<file path="src/rtl/clock_set_ctrl_if.sv">
// clock_set_ctrl_if: signal bundle between the time-setting controller and its neighbours.
//   master modport: the button/counter-chain side that drives tick, buttons and live time,
//                   and receives the chain controls.
//   slave modport : the controller itself.
// Signals:
//   tick, btn_mode, btn_up, btn_down    one-cycle strobes into the controller
//   cur_sec/min/hour [5:0]              live counter-chain time
//   enable, load, setting1/2/3          counter-chain controls
//   data_sec/min/hour [5:0]             values to load into the chain
//   edit_field [1:0]                    0=none, 1=hour, 2=min, 3=sec
//   blink                               display blink for the edited field
interface clock_set_ctrl_if;
  logic       tick;
  logic       btn_mode;
  logic       btn_up;
  logic       btn_down;
  logic [5:0] cur_sec;
  logic [5:0] cur_min;
  logic [5:0] cur_hour;
  logic       enable;
  logic       load;
  logic       setting1;
  logic       setting2;
  logic       setting3;
  logic [5:0] data_sec;
  logic [5:0] data_min;
  logic [5:0] data_hour;
  logic [1:0] edit_field;
  logic       blink;

  modport master (
    output tick, btn_mode, btn_up, btn_down, cur_sec, cur_min, cur_hour,
    input  enable, load, setting1, setting2, setting3,
    input  data_sec, data_min, data_hour, edit_field, blink
  );

  modport slave (
    input  tick, btn_mode, btn_up, btn_down, cur_sec, cur_min, cur_hour,
    output enable, load, setting1, setting2, setting3,
    output data_sec, data_min, data_hour, edit_field, blink
  );
endinterface

</file>
<file path="src/rtl/clock_set_ctrl.sv">
// clock_set_ctrl: edit FSM for setting the sec/min/hour counter chain.
//   i_clock  : system clock, rising edge.
//   i_reset  : synchronous active-high reset, dominates everything.
//   bus      : clock_set_ctrl_if.slave -- buttons, tick and live time in; chain
//              enable/load/setting strobes, load data, edit_field and blink out.
// A mode press in RUN snapshots the live time, then hour/min/sec are edited in turn and
// committed with a single-cycle load. Inactivity for TIMEOUT_TICKS ticks abandons the edit.
module clock_set_ctrl #(
  parameter int unsigned SEC_MAX       = 59,
  parameter int unsigned MIN_MAX       = 59,
  parameter int unsigned HOUR_MAX      = 23,
  parameter int unsigned TIMEOUT_TICKS = 30
) (
  input logic             i_clock,
  input logic             i_reset,
  clock_set_ctrl_if.slave bus
);

  localparam int unsigned TW = $clog2(TIMEOUT_TICKS + 1);

  localparam logic [2:0] ST_RUN      = 3'd0;
  localparam logic [2:0] ST_SET_HOUR = 3'd1;
  localparam logic [2:0] ST_SET_MIN  = 3'd2;
  localparam logic [2:0] ST_SET_SEC  = 3'd3;
  localparam logic [2:0] ST_COMMIT   = 3'd4;

  logic [2:0]    r_state;
  logic [5:0]    r_hour;
  logic [5:0]    r_min;
  logic [5:0]    r_sec;
  logic [TW-1:0] r_timeout;
  logic          r_blink;

  logic [2:0]    w_state_next;
  logic          w_edit;
  logic          w_any_btn;
  logic          w_timeout_hit;
  logic [5:0]    w_field;
  logic [5:0]    w_field_max;
  logic [5:0]    w_field_next;

  always_comb begin
    w_edit        = (r_state == ST_SET_HOUR) || (r_state == ST_SET_MIN) ||
                    (r_state == ST_SET_SEC);
    w_any_btn     = bus.btn_mode | bus.btn_up | bus.btn_down;
    // A tick alongside a button does not count; this tick would make the count reach the limit.
    w_timeout_hit = w_edit && !w_any_btn && bus.tick &&
                    (r_timeout == TW'(TIMEOUT_TICKS - 1));

    w_field     = 6'd0;
    w_field_max = 6'd0;
    case (r_state)
      ST_SET_HOUR: begin w_field = r_hour; w_field_max = 6'(HOUR_MAX); end
      ST_SET_MIN:  begin w_field = r_min;  w_field_max = 6'(MIN_MAX);  end
      ST_SET_SEC:  begin w_field = r_sec;  w_field_max = 6'(SEC_MAX);  end
      default:     begin w_field = 6'd0;   w_field_max = 6'd0;         end
    endcase

    // Out-of-range captures (> MAX) snap to 0 on the first up or down press.
    w_field_next = w_field;
    if (bus.btn_up && !bus.btn_down) begin
      w_field_next = (w_field >= w_field_max) ? 6'd0 : w_field + 6'd1;
    end else if (bus.btn_down && !bus.btn_up) begin
      if (w_field > w_field_max) begin
        w_field_next = 6'd0;
      end else if (w_field == 6'd0) begin
        w_field_next = w_field_max;
      end else begin
        w_field_next = w_field - 6'd1;
      end
    end

    w_state_next = r_state;
    case (r_state)
      ST_RUN:      if (bus.btn_mode) w_state_next = ST_SET_HOUR;
      ST_SET_HOUR: if (bus.btn_mode) w_state_next = ST_SET_MIN;
                   else if (w_timeout_hit) w_state_next = ST_RUN;
      ST_SET_MIN:  if (bus.btn_mode) w_state_next = ST_SET_SEC;
                   else if (w_timeout_hit) w_state_next = ST_RUN;
      ST_SET_SEC:  if (bus.btn_mode) w_state_next = ST_COMMIT;
                   else if (w_timeout_hit) w_state_next = ST_RUN;
      ST_COMMIT:   w_state_next = ST_RUN;
      default:     w_state_next = ST_RUN;
    endcase
  end

  always_ff @(posedge i_clock) begin
    if (i_reset) begin
      r_state   <= ST_RUN;
      r_hour    <= 6'd0;
      r_min     <= 6'd0;
      r_sec     <= 6'd0;
      r_timeout <= '0;
      r_blink   <= 1'b0;
    end else begin
      r_state <= w_state_next;

      if ((r_state == ST_RUN) && bus.btn_mode) begin
        r_hour <= bus.cur_hour;
        r_min  <= bus.cur_min;
        r_sec  <= bus.cur_sec;
      end else if (w_edit && !bus.btn_mode) begin
        case (r_state)
          ST_SET_HOUR: r_hour <= w_field_next;
          ST_SET_MIN:  r_min  <= w_field_next;
          ST_SET_SEC:  r_sec  <= w_field_next;
          default:     r_sec  <= r_sec;
        endcase
      end

      if (!w_edit || w_any_btn || (w_state_next != r_state)) begin
        r_timeout <= '0;
      end else if (bus.tick) begin
        r_timeout <= r_timeout + TW'(1);
      end

      if (w_state_next == ST_RUN) begin
        r_blink <= 1'b0;
      end else if (r_state == ST_RUN) begin
        r_blink <= 1'b1;
      end else if (w_edit && bus.tick) begin
        r_blink <= ~r_blink;
      end
    end
  end

  always_comb begin
    bus.enable    = (r_state == ST_RUN);
    bus.load      = (r_state == ST_COMMIT);
    bus.setting1  = (r_state == ST_COMMIT);
    bus.setting2  = (r_state == ST_COMMIT);
    bus.setting3  = (r_state == ST_COMMIT);
    bus.data_hour = r_hour;
    bus.data_min  = r_min;
    bus.data_sec  = r_sec;
    bus.blink     = r_blink;
    case (r_state)
      ST_SET_HOUR: bus.edit_field = 2'd1;
      ST_SET_MIN:  bus.edit_field = 2'd2;
      ST_SET_SEC:  bus.edit_field = 2'd3;
      default:     bus.edit_field = 2'd0;
    endcase
  end

endmodule
</file>
<file path="src/flat_wrapper.sv">
// flat-port wrapper written by rule: the top's interface ports become plain ports
module clock_set_ctrl_flat 
#(
  parameter int unsigned SEC_MAX       = 59,
  parameter int unsigned MIN_MAX       = 59,
  parameter int unsigned HOUR_MAX      = 23,
  parameter int unsigned TIMEOUT_TICKS = 30
)
  (i_clock, i_reset, bus_tick, bus_btn_mode, bus_btn_up, bus_btn_down, bus_cur_sec, bus_cur_min, bus_cur_hour, bus_enable, bus_load, bus_setting1, bus_setting2, bus_setting3, bus_data_sec, bus_data_min, bus_data_hour, bus_edit_field, bus_blink);
  clock_set_ctrl_if bus_i ();
  input logic i_clock;
  input logic i_reset;
  input wire logic [$bits(bus_i.tick)-1:0] bus_tick;
  input wire logic [$bits(bus_i.btn_mode)-1:0] bus_btn_mode;
  input wire logic [$bits(bus_i.btn_up)-1:0] bus_btn_up;
  input wire logic [$bits(bus_i.btn_down)-1:0] bus_btn_down;
  input wire logic [$bits(bus_i.cur_sec)-1:0] bus_cur_sec;
  input wire logic [$bits(bus_i.cur_min)-1:0] bus_cur_min;
  input wire logic [$bits(bus_i.cur_hour)-1:0] bus_cur_hour;
  output wire logic [$bits(bus_i.enable)-1:0] bus_enable;
  output wire logic [$bits(bus_i.load)-1:0] bus_load;
  output wire logic [$bits(bus_i.setting1)-1:0] bus_setting1;
  output wire logic [$bits(bus_i.setting2)-1:0] bus_setting2;
  output wire logic [$bits(bus_i.setting3)-1:0] bus_setting3;
  output wire logic [$bits(bus_i.data_sec)-1:0] bus_data_sec;
  output wire logic [$bits(bus_i.data_min)-1:0] bus_data_min;
  output wire logic [$bits(bus_i.data_hour)-1:0] bus_data_hour;
  output wire logic [$bits(bus_i.edit_field)-1:0] bus_edit_field;
  output wire logic [$bits(bus_i.blink)-1:0] bus_blink;
  assign bus_i.tick = bus_tick;
  assign bus_i.btn_mode = bus_btn_mode;
  assign bus_i.btn_up = bus_btn_up;
  assign bus_i.btn_down = bus_btn_down;
  assign bus_i.cur_sec = bus_cur_sec;
  assign bus_i.cur_min = bus_cur_min;
  assign bus_i.cur_hour = bus_cur_hour;
  assign bus_enable = bus_i.enable;
  assign bus_load = bus_i.load;
  assign bus_setting1 = bus_i.setting1;
  assign bus_setting2 = bus_i.setting2;
  assign bus_setting3 = bus_i.setting3;
  assign bus_data_sec = bus_i.data_sec;
  assign bus_data_min = bus_i.data_min;
  assign bus_data_hour = bus_i.data_hour;
  assign bus_edit_field = bus_i.edit_field;
  assign bus_blink = bus_i.blink;
  clock_set_ctrl #(.SEC_MAX(SEC_MAX), .MIN_MAX(MIN_MAX), .HOUR_MAX(HOUR_MAX), .TIMEOUT_TICKS(TIMEOUT_TICKS)) u_core (.i_clock(i_clock), .i_reset(i_reset), .bus(bus_i));
endmodule
</file>
<file path="config.mk">
export PLATFORM = sky130hd
export DESIGN_NAME = clock_set_ctrl_flat
export DESIGN_NICKNAME = d
export VERILOG_FILES = /design/src/rtl/clock_set_ctrl_if.sv /design/src/rtl/clock_set_ctrl.sv /design/src/flat_wrapper.sv
export SDC_FILE = /design/constraint.sdc
export NUM_CORES = 1
export LEC_CHECK = 0
export ABC_AREA = 1
export CAP_MARGIN = 20
export CELL_PAD_IN_SITES_DETAIL_PLACEMENT = 0
export CELL_PAD_IN_SITES_GLOBAL_PLACEMENT = 1
export CORE_MARGIN = 8
export CORE_UTILIZATION = 38
export DETAILED_ROUTE_END_ITERATION = 8
export GPL_TIMING_DRIVEN = 1
export PLACE_DENSITY = 0.86
export SETUP_SLACK_MARGIN = 0.15
export SLEW_MARGIN = 5
export SYNTH_ARGS = -nofsm -noshare
export SYNTH_HDL_FRONTEND = slang
export SYNTH_SLANG_ARGS = --single-unit
</file>
<file path="constraint.sdc">
create_clock -name i_clock -period 5.75 [get_ports i_clock]
set_input_delay 0.8625 -clock i_clock [delete_from_list [all_inputs] [get_ports i_clock]]
set_output_delay 0.8625 -clock i_clock [all_outputs]
set_load 0.05 [all_outputs]
</file>
## Word level (Yosys, flattened, before mapping)

Cells that the tools add are included.

- Flip-flop bits (word level): 27
- Bits of input ports: 24
- Logic and storage cells: 76

- $add $sub $neg: 3
- $lt $le $gt $ge: 2
- Eq/ne operators: 6
- Multiplexer cells: 25
- Bitwise logic cells: 3
- Reduce and logical (&&, ||, !) cells: 31

Operators by type and width:

| operator | number |
|---|---|
| 6-bit 2-to-1 mux | 14 |
| 6-bit one-hot mux with 3 select lines | 1 |
| 3-bit 2-to-1 mux | 5 |
| 3-bit one-hot mux with 4 select lines | 1 |
| 6-bit one-hot mux with 2 select lines | 1 |
| 2-bit nonzero test | 5 |
| 1-bit logical AND | 8 |
| 6-bit by 1-bit adder with 6-bit output (second input constant) | 1 |
| 3-bit by 2-bit equality test with 1-bit output (second input constant) | 2 |
| 6-bit >= comparator | 1 |
| 6-bit greater-than comparator | 1 |
| 3-bit zero test | 2 |
| 6-bit zero test | 1 |
| 2-bit one-hot mux with 3 select lines | 1 |
| 2-bit AND reduction | 3 |
| 2-bit OR reduction | 3 |
| 6-bit by 1-bit subtractor with 6-bit output (second input constant) | 1 |
| 5-bit by 1-bit adder with 5-bit output (second input constant) | 1 |
| 5-bit equality test (second input constant) | 1 |
| 1-bit zero test | 5 |
| 1-bit logical OR | 4 |
| 3-bit by 1-bit equality test with 1-bit output (second input constant) | 1 |
| 3-bit equality test (second input constant) | 1 |
| 3-bit inequality test | 1 |
| 3 further kinds | 5 |

## Longest topological paths before layout

Gate-level depths: netlist of run 1.

- Word-level depth: 12
- Depth in mapped cells: 18
- Mapped depth without buffers: 17

## Worst setup path before layout of run 1

OpenSTA, ideal clock, no wires.

- Kind: register to register
- From: reg u_core.r_state[1]
- To: reg u_core.r_min[2] (netlist: u_core.bus.data_min[2])
- Data arrival time: 2.702 ns
- Data required time: 5.680 ns
- Path slack: 2.978 ns
- Cell stages (with the launch flop): 14
- Buffers on the path: 1
- Clock period less this slack: 2.772 ns
- Cell sequence: dfxtp_1 buf_2 inv_1 nor2_1 inv_1 ha_1 a21o_1 nand3_2 nand2_2 nor3b_4 nand3_1 nand2_2 nand3_1 a21oi_1

- Word-level cells in the longest chain between the ends: 10
- Elaborated cells on any way between the ends: 27
- Classes of those cells: add/sub (2); order compare (2); eq/ne (3); mux (10); reduce/logical (10)

RTL lines:

| item | line | RTL |
|---|---|---|
| start: declaration | clock_set_ctrl.sv:27 | `logic [2:0] r_state;` |
| start signal: assignment | clock_set_ctrl.sv:96 | `r_state <= w_state_next;` |
| 3-bit by 2-bit equality test with 1-bit output, or another cell as far along | clock_set_ctrl.sv:44, clock_set_ctrl.sv:52 |  |
| 6-bit one-hot mux with 3 select lines or 2-bit OR reduction (tied branches) | - |  |
| 6-bit by 1-bit subtractor with 6-bit output, or another cell as far along | clock_set_ctrl.sv:69 | `w_field_next = w_field - 6'd1;` |
| 6-bit 2-to-1 mux or 6-bit greater-than comparator (tied branches) | clock_set_ctrl.sv:66, clock_set_ctrl.sv:64 |  |
| 6-bit 2-to-1 mux | clock_set_ctrl.sv:64 | `if (w_field > w_field_max) begin` |
| 6-bit 2-to-1 mux | clock_set_ctrl.sv:63 | `end else if (bus.btn_down && !bus.btn_up) begin` |
| 6-bit 2-to-1 mux | clock_set_ctrl.sv:61 | `if (bus.btn_up && !bus.btn_down) begin` |
| 6-bit 2-to-1 mux | clock_set_ctrl.sv:103 | `case (r_state)` |
| 6-bit 2-to-1 mux | clock_set_ctrl.sv:102 | `end else if (w_edit && !bus.btn_mode) begin` |
| 6-bit 2-to-1 mux | clock_set_ctrl.sv:98 | `if ((r_state == ST_RUN) && bus.btn_mode) begin` |
| end signal: assignment | clock_set_ctrl.sv:100 | `r_min <= bus.cur_min;` |
| end signal: assignment | clock_set_ctrl.sv:105 | `ST_SET_MIN: r_min <= w_field_next;` |
| end: declaration | clock_set_ctrl.sv:29 | `logic [5:0] r_min;` |

Parallel ways exist; a longest one is shown, timed or not. The select of a mux whose other input is x is not followed.
A chain may end at the register's enable or synchronous reset.

## Worst setup path after layout of run 1

- From: in bus_btn_mode
- To: reg u_core.r_min[4] (netlist: u_core.bus.data_min[4])

- Word-level cells in the longest chain between the ends: 4
- Elaborated cells on any way between the ends: 7
- Classes of those cells: mux (1); reduce/logical (6)

RTL lines:

| item | line | RTL |
|---|---|---|
| start: declaration | flat_wrapper.sv:14 | `input wire logic [$bits(bus_i.btn_mode)-1:0] bus_btn_mode;` |
| 1-bit zero test | clock_set_ctrl.sv:102 |  |
| 1-bit logical AND | clock_set_ctrl.sv:102 |  |
| 2-bit nonzero test (no source line) | - |  |
| 2-bit AND reduction (no source line) | - |  |

Parallel ways exist; a longest one is shown, timed or not.

==> flow_metrics.py, run 1 <==
metrics = {
    "power": {
        "powerDensity_nw_per_um2": 185,
        "vdd_drop_max_mv": 0.131,
        "leakage_nw": 1.29,
    },
    "detailed_routing": {
        "vias": 2344,
        "drc": 0,
        "wirelength_um": 6840,
        "drtIter0Drc": 144,
        "ant_nets": 0,
        "drtPass1Iterations": 4,
        "vias_per_cell": 5.19,
        "wl_per_cell_um": 15.1,
    },
    "setup_path": {
        "crit_type": "primary input to flip-flop",
        "startpoint_type": "primary input",
        "cp.arrival_ns": 3.47,
        "critPathRequiredTime_ns": 5.88,
        "worstPathMaxFanout": 19,
        "crit_path_end_kind": "flip-flop",
    },
    "cts": {
        "post_cts_resized": 0,
        "clockRootBuffer": "clkbuf_8",
        "htree_num_levels": 1,
        "cts_tree": "built",
        "clk_pin_slew_worst_paths_ns": 0.09,
        "cts_setup_buffers": 0,
        "cts_hold_repair.buffers": 0,
        "cts_made_buffers": 3,
        "cts_sinks": 27,
        "cts_buffer_depth": 2,
        "clk_latency_ns": 0.27,
    },
    "floorplan": {
        "die_w_um": 92.1,
        "fp-row-count": 27,
        "die_h_um": 92.1,
        "io_pins": 50,
        "core_area_um2": 5540,
        "die_area_um2": 8490,
        "start_util_pct": 39.7,
    },
    "sta": {
        "fmax_ghz": 0.300,
        "setup_viol": 0,
        "finalSetupTns_ns": 0,
        "holdWs_ns": 0.529,
        "hold_viol": 0,
        "period_share_pct": 58.1,
        "slew_headroom_pct": 41.4,
        "fin_skew_ns": 0.00152,
        "fin_crit_ns": 3.34,
        "rsz0062_at_grt": "no",
        "worst_slew_pin_slew_ns": 0.876,
        "slew_viol_final": 0,
    },
    "synth": {
        "synthesis.nets": 371,
        "synth.distinct_cells": 36,
        "yosys_warnings": 0,
        "synth-edff-count": 0,
        "yosys.area.top_type": "dfxtp_1",
        "syn_avg_cell_area_um2": 6.50,
        "syn_inst": 339,
        "yosys-top-cells-area": "dfxtp_1 (25%), nand2_1 (13%), inv_1 (9.4%), nand3_1 (6.8%), a21oi_1 (4.8%)",
        "synth_seq_cells": 27,
        "synth_area_um2": 2200,
        "yosys_most_used_dff": "dfxtp_1",
        "ys_seq_area_share_pct": 24.5,
        "synth.top_cells.by_count": "nand2_1 (77), inv_1 (55), nand3_1 (30)",
        "async_flop_share_pct": 0,
        "synth.top_cell.area_share_pct": 24.5,
        "synth_most_common_cell": "nand2_1",
    },
    "global_route": {
        "grt_max_degree": 23,
        "grt-ovfl-total": 0,
        "grt_pass1_vias": 2332,
        "grt_pass1_wl_um": 11400,
        "antenna_found_initial": 0,
        "gr-usage-all-layers_pct": 16.3,
    },
    "layout": {
        "post_route_cells_drive_above_1_share_pct": 8.68,
        "diodes": 0,
        "finalNetCount": 413,
        "nFillCells": 604,
        "area_growth_pct": 25.2,
    },
    "status": {
        "status": "completed",
    },
    "placed_design": {
        "io_buffers": 49,
        "dpl.hpwl_um": 5430,
        "place.gp.congestion": 0.902,
    },
    "run": {
        "max_cap_violations": 0,
    },
    "hold_path": {
        "hp-class": "flip-flop to flip-flop",
    },
}
cells by family after synthesis:
kind of cell / count (synthesis) / synth area share (%)
XOR/XNOR: 6 / 2.39
AND/OR/NAND/NOR: 177 / 42.6
buffers and inverters: 71 / 13.3
adder cells (fa/ha/maj): 8 / 4.55
AO/OA/AOI/OAI: 50 / 12.6
flip-flops: 27 / 24.5
cell type report:
class / count / area, um2 / share of cell area (%)
Multi-Input combinational cell: 241 / 1370 / 49.6
Sequential cell: 27 / 541 / 19.6
Timing Repair Buffer: 49 / 490 / 17.8
Inverter: 59 / 221 / 8.03
Tap cell: 72 / 90.1 / 3.27
Clock buffer: 3 / 41.3 / 1.50
Clock inverter: 1 / 5.00 / 0.181
stage by stage:
stage / instances / setup WS (ns) / instance area [um2] / utilization, % / power, W
2_1_floorplan: 339 / 2.98 / 2200 / - / 0.000338
3_3_place_gp: 448 / 2.09 / 2710 / 48.9 / 0.000405
3_5_place_dp: 448 / 2.10 / 2710 / 48.9 / 0.000405
4_1_cts: 452 / 2.39 / 2760 / 49.8 / 0.000513
5_1_grt: 452 / 2.09 / 2760 / 49.8 / 0.000541
6_report: 452 / 2.41 / 2760 / 49.8 / 0.000510
cell usage in the layout, fill, tap and decap left out, types with 2 or more instances in the layout:
cell type        count
inv_1               55
clkbuf_8             3
dfxtp_1             27
nand3_4              4
inv_2                4
nor2_1              27
a22o_1               2
nand2_2              2
a21oi_1             21
nand2_1             77
clkdlybuf4s50_1     49
nor2_4               3
nand3_2              4
nand3_1             30
xor2_1               5
ha_1                 8
nand4_2              5
nor2_2               4
nor3_1               5
nand4_1             12
o21ai_1              4
o22ai_1              2
o21ai_0             15
path summary, 6_finish.rpt:
path,from,end,slack (ns),cells after the start
worst min register to register,u_core.r_timeout[1]$_SDFFE_PP0P_,u_core.r_timeout[1]$_SDFFE_PP0P_,0.53,2
worst max register to register,u_core.r_state[1]$_SDFF_PP0_,u_core.bus.data_sec[0]$_SDFFE_PP0P_,2.50,16
worst max-delay path,bus_btn_mode,u_core.bus.data_min[4]$_SDFFE_PP0P_,2.41,8
worst min-delay path,u_core.r_timeout[1]$_SDFFE_PP0P_,u_core.r_timeout[1]$_SDFFE_PP0P_,0.53,2
where the power goes:
group / switching (W) / internal, W
registers: 0.0000141 / 0.000198
logic: 0.000123 / 0.0000660
clock network: 0.0000600 / 0.0000486
total: 0.000197 / 0.000313
worst max-delay path, stage by stage:
cell and delay (ns):
clkdlybuf4s50_1 0.62, inv_1 0.11, nor2_2 0.64, inv_1 0.41, o21ai_1 0.48, o21ai_0 0.18
inv_1 0.09, a21oi_1 0.06
routing by layer:
metal / vias up / GRT usage (%) / wire length [um]
met5: - / 0 / 0
met4: 0 / 5.77 / 146
met3: 13 / 1.96 / 379
met2: 73 / 26.5 / 3180
met1: 1071 / 21.4 / 3130
li1: 1187 / - / -
sequential cells by signal (all words and copies together), names as in the netlist:
name                  count
u_core.bus.data_hour      6
u_core.bus.blink          1
u_core.r_timeout          5
u_core.r_state            3
u_core.bus.data_min       6
u_core.bus.data_sec       6
Power figures use the tool's default switching activity.
==> inputs of run 2 (changes only) <==
Settings changed: CORE_UTILIZATION 38 to 32, PLACE_DENSITY 0.86 to 0.77.
Clock period 5.75 ns to 2.75 ns, I/O delays scaled along.
==> run 2 against run 1 <==
  * Wire length is 1.2% higher
  * Critical path depth shrank 3
  * Clock-buffer cell count grew 1
  * Utilization decreased by 6.9 points
  * Non-clock buffer count is 11 higher
  * Clock skew up 0.0051 ns
  * Global-route usage is 2.2 points lower
  * Critical endpoint is now bus_enable
  * Combinational power up 120%
==> flow_metrics.py, run 2 (same netlist as run 1, synthesis figures left out) <==
metrics = {
    "floorplan": {
        "fp-row-count": 30,
        "start_util_pct": 32.8,
        "die_w_um": 99.0,
        "io_pins": 50,
        "core_area_um2": 6720,
        "die_h_um": 99.0,
        "die_area_um2": 9790,
    },
    "placed_design": {
        "post-place-ws_ns": 0.155,
        "place.gp.congestion": 0.868,
        "io_buffers": 49,
        "dpl.hpwl_um": 5560,
    },
    "detailed_routing": {
        "ant_nets": 0,
        "wirelength_um": 6920,
        "wl_per_cell_um": 14.7,
        "drtIter0Drc": 147,
        "vias_per_cell": 4.97,
        "drc": 0,
        "vias": 2342,
        "drtPass1Iterations": 4,
    },
    "cts": {
        "cts_sinks": 27,
        "cts_made_buffers": 3,
        "clockRootBuffer": "clkbuf_8",
        "clk_pin_slew_worst_paths_ns": 0.09,
        "htree_num_levels": 1,
        "clk_latency_ns": 0.27,
        "cts_tree": "built",
        "cts_buffer_depth": 2,
    },
    "layout": {
        "layout_common_cells": "nand2_1 (73), inv_1 (54), clkdlybuf4s50_1 (45), nand3_1 (30), nor2_1 (26)",
        "area_growth_pct": 30.9,
        "layout_commonest_cell": "nand2_1",
        "finalNetCount": 424,
        "post_route_cells_drive_above_1_share_pct": 13.6,
        "utilization_pct": 42.9,
        "diodes": 0,
    },
    "setup_path": {
        "max_stage_delay_ns": 0.85,
        "crit_type": "flip-flop to output pin",
        "startpoint_type": "flip-flop",
        "critPathRequiredTime_ns": 2.34,
        "reg2reg_to": "u_core.bus.data_min[5]$_SDFFE_PP0P_",
        "r2r_start": "u_core.r_state[0]$_SDFF_PP0_",
        "cp.arrival_ns": 2.04,
        "worstPathMaxFanout": 9,
        "cpMaxStageDelayCell": "clkdlybuf4s50_1",
        "reg2reg_slack_ns": 0.35,
        "crit_chain": "buf_4 -> nor2_1 -> inv_1 -> nor2_2 -> clkdlybuf4s50_1",
        "crit_path_end_kind": "output pin",
        "reg2regPathDepth": 17,
        "critPathLaunch": "u_core.r_state[0]$_SDFF_PP0_",
        "path_delay_family": "buffers and inverters",
        "critPathBufInv": 3,
    },
    "global_route": {
        "grt-ovfl-total": 0,
        "gr-usage-all-layers_pct": 14.1,
        "met1_usage_pct": 19.3,
        "use_met3_pct": 1.97,
        "grt_pass1_wl_um": 11400,
        "grt_max_degree": 23,
        "grt_pass1_vias": 2221,
        "antenna_found_initial": 0,
        "busiest_layer": "met2",
        "grtUsageMet2_pct": 22.1,
    },
    "hold_path": {
        "hp-class": "flip-flop to flip-flop",
        "min_path_cells": 2,
        "worstHoldStart": "u_core.bus.data_hour[2]$_SDFFE_PP0P_",
        "min_to": "u_core.bus.data_hour[2]$_SDFFE_PP0P_",
    },
    "sta": {
        "setup_viol": 0,
        "fin_skew_ns": 0.00662,
        "hold_viol": 0,
        "holdWs_ns": 0.526,
        "period_share_pct": 89.3,
        "worst_slew_pin_slew_ns": 0.704,
        "fmax_ghz": 0.407,
        "fin_ws_ns": 0.296,
        "fin_crit_ns": 2.45,
        "finalSetupTns_ns": 0,
        "slew_headroom_pct": 52.7,
        "slew_viol_final": 0,
        "rsz0062_at_grt": "no",
    },
    "power": {
        "p_clk_share_pct": 21.1,
        "powerDensity_nw_per_um2": 376,
        "p_comb_share_pct": 38.4,
        "switchingPower_w": 0.000416,
        "leakage_nw": 1.41,
        "vdd_drop_max_mv": 0.252,
        "swShare_pct": 38.4,
        "pwr-share-seq_pct": 40.5,
        "power.internal_w": 0.000668,
    },
    "status": {
        "status": "completed",
    },
    "run": {
        "max_cap_violations": 0,
    },
}
run 2: through the flow:
step / total power (W) / std cells / area [um2]
floorplan: 0.000707 / 339 / 2200
global placement: 0.000859 / 465 / 2790
detailed placement: 0.000857 / 465 / 2790
CTS: 0.00109 / 469 / 2840
global route: 0.00114 / 471 / 2880
finish: 0.00108 / 471 / 2880
run 2: layout make-up:
class / count / area (um2)
multi-input combinational: 241 / 1380
tap: 80 / 100
timing repair buffer: 60 / 582
inverter: 59 / 226
fill: 712 / 3840
sequential: 27 / 547
clock buffer: 4 / 45.0
run 2: worst min-delay path, cell delays in order (launching register included):
cell and delay (ns):
dfxtp_1 0.34, nand2_1 0.07, a31oi_1 0.07
run 2: timing repair:
item,4_1_cts,5_1_grt
resized for setup,1,15
hold buffers,0,0
setup buffers,0,2
pin swaps,0,2
setup endpoints to repair,5,22
run 2: power groups by stage:
| stage | sequential, W | clock [W] | combinational [W] |
|---|---|---|---|
| global placement | 0.000448 | 0 | 0.000411 |
| global route | 0.000442 | 0.000248 | 0.000453 |
| floorplan | 0.000513 | 0 | 0.000194 |
| CTS | 0.000439 | 0.000236 | 0.000411 |
| finish | 0.000439 | 0.000228 | 0.000416 |
| detailed placement | 0.000448 | 0 | 0.000409 |
run 2: how the worst max path moves through the flow:
stage | slack [ns] | to | cells after the start
floorplan | 0.26 | u_core.bus.data_min[2]$_SDFFE_PP0P_ | 13
global placement | 0.15 | u_core.bus.data_min[4]$_SDFFE_PP0P_ | 16
detailed placement | 0.15 | u_core.bus.data_sec[4]$_SDFFE_PP0P_ | 16
CTS | 0.19 | u_core.bus.data_sec[4]$_SDFFE_PP0P_ | 17
global route | 0.15 | u_core.bus.data_sec[3]$_SDFFE_PP0P_ | 16
finish | 0.30 | bus_enable | 5
run 2: layer usage:
layer  share of wire (%)  vias to the layer above
met4                 1.3                        0
met3                 4.9                        8
li1                    -                     1207
met5                   0                        -
met2                  46                       73
met1                  48                     1054
==> inputs of run 3 (changes only) <==
Settings changed: ABC_CLOCK_PERIOD_IN_PS from default to 2750, CAP_MARGIN 20 to 0.
==> results of run 3 <==
Same layout as run 2: the final DEF is identical, and so are final timing and power.
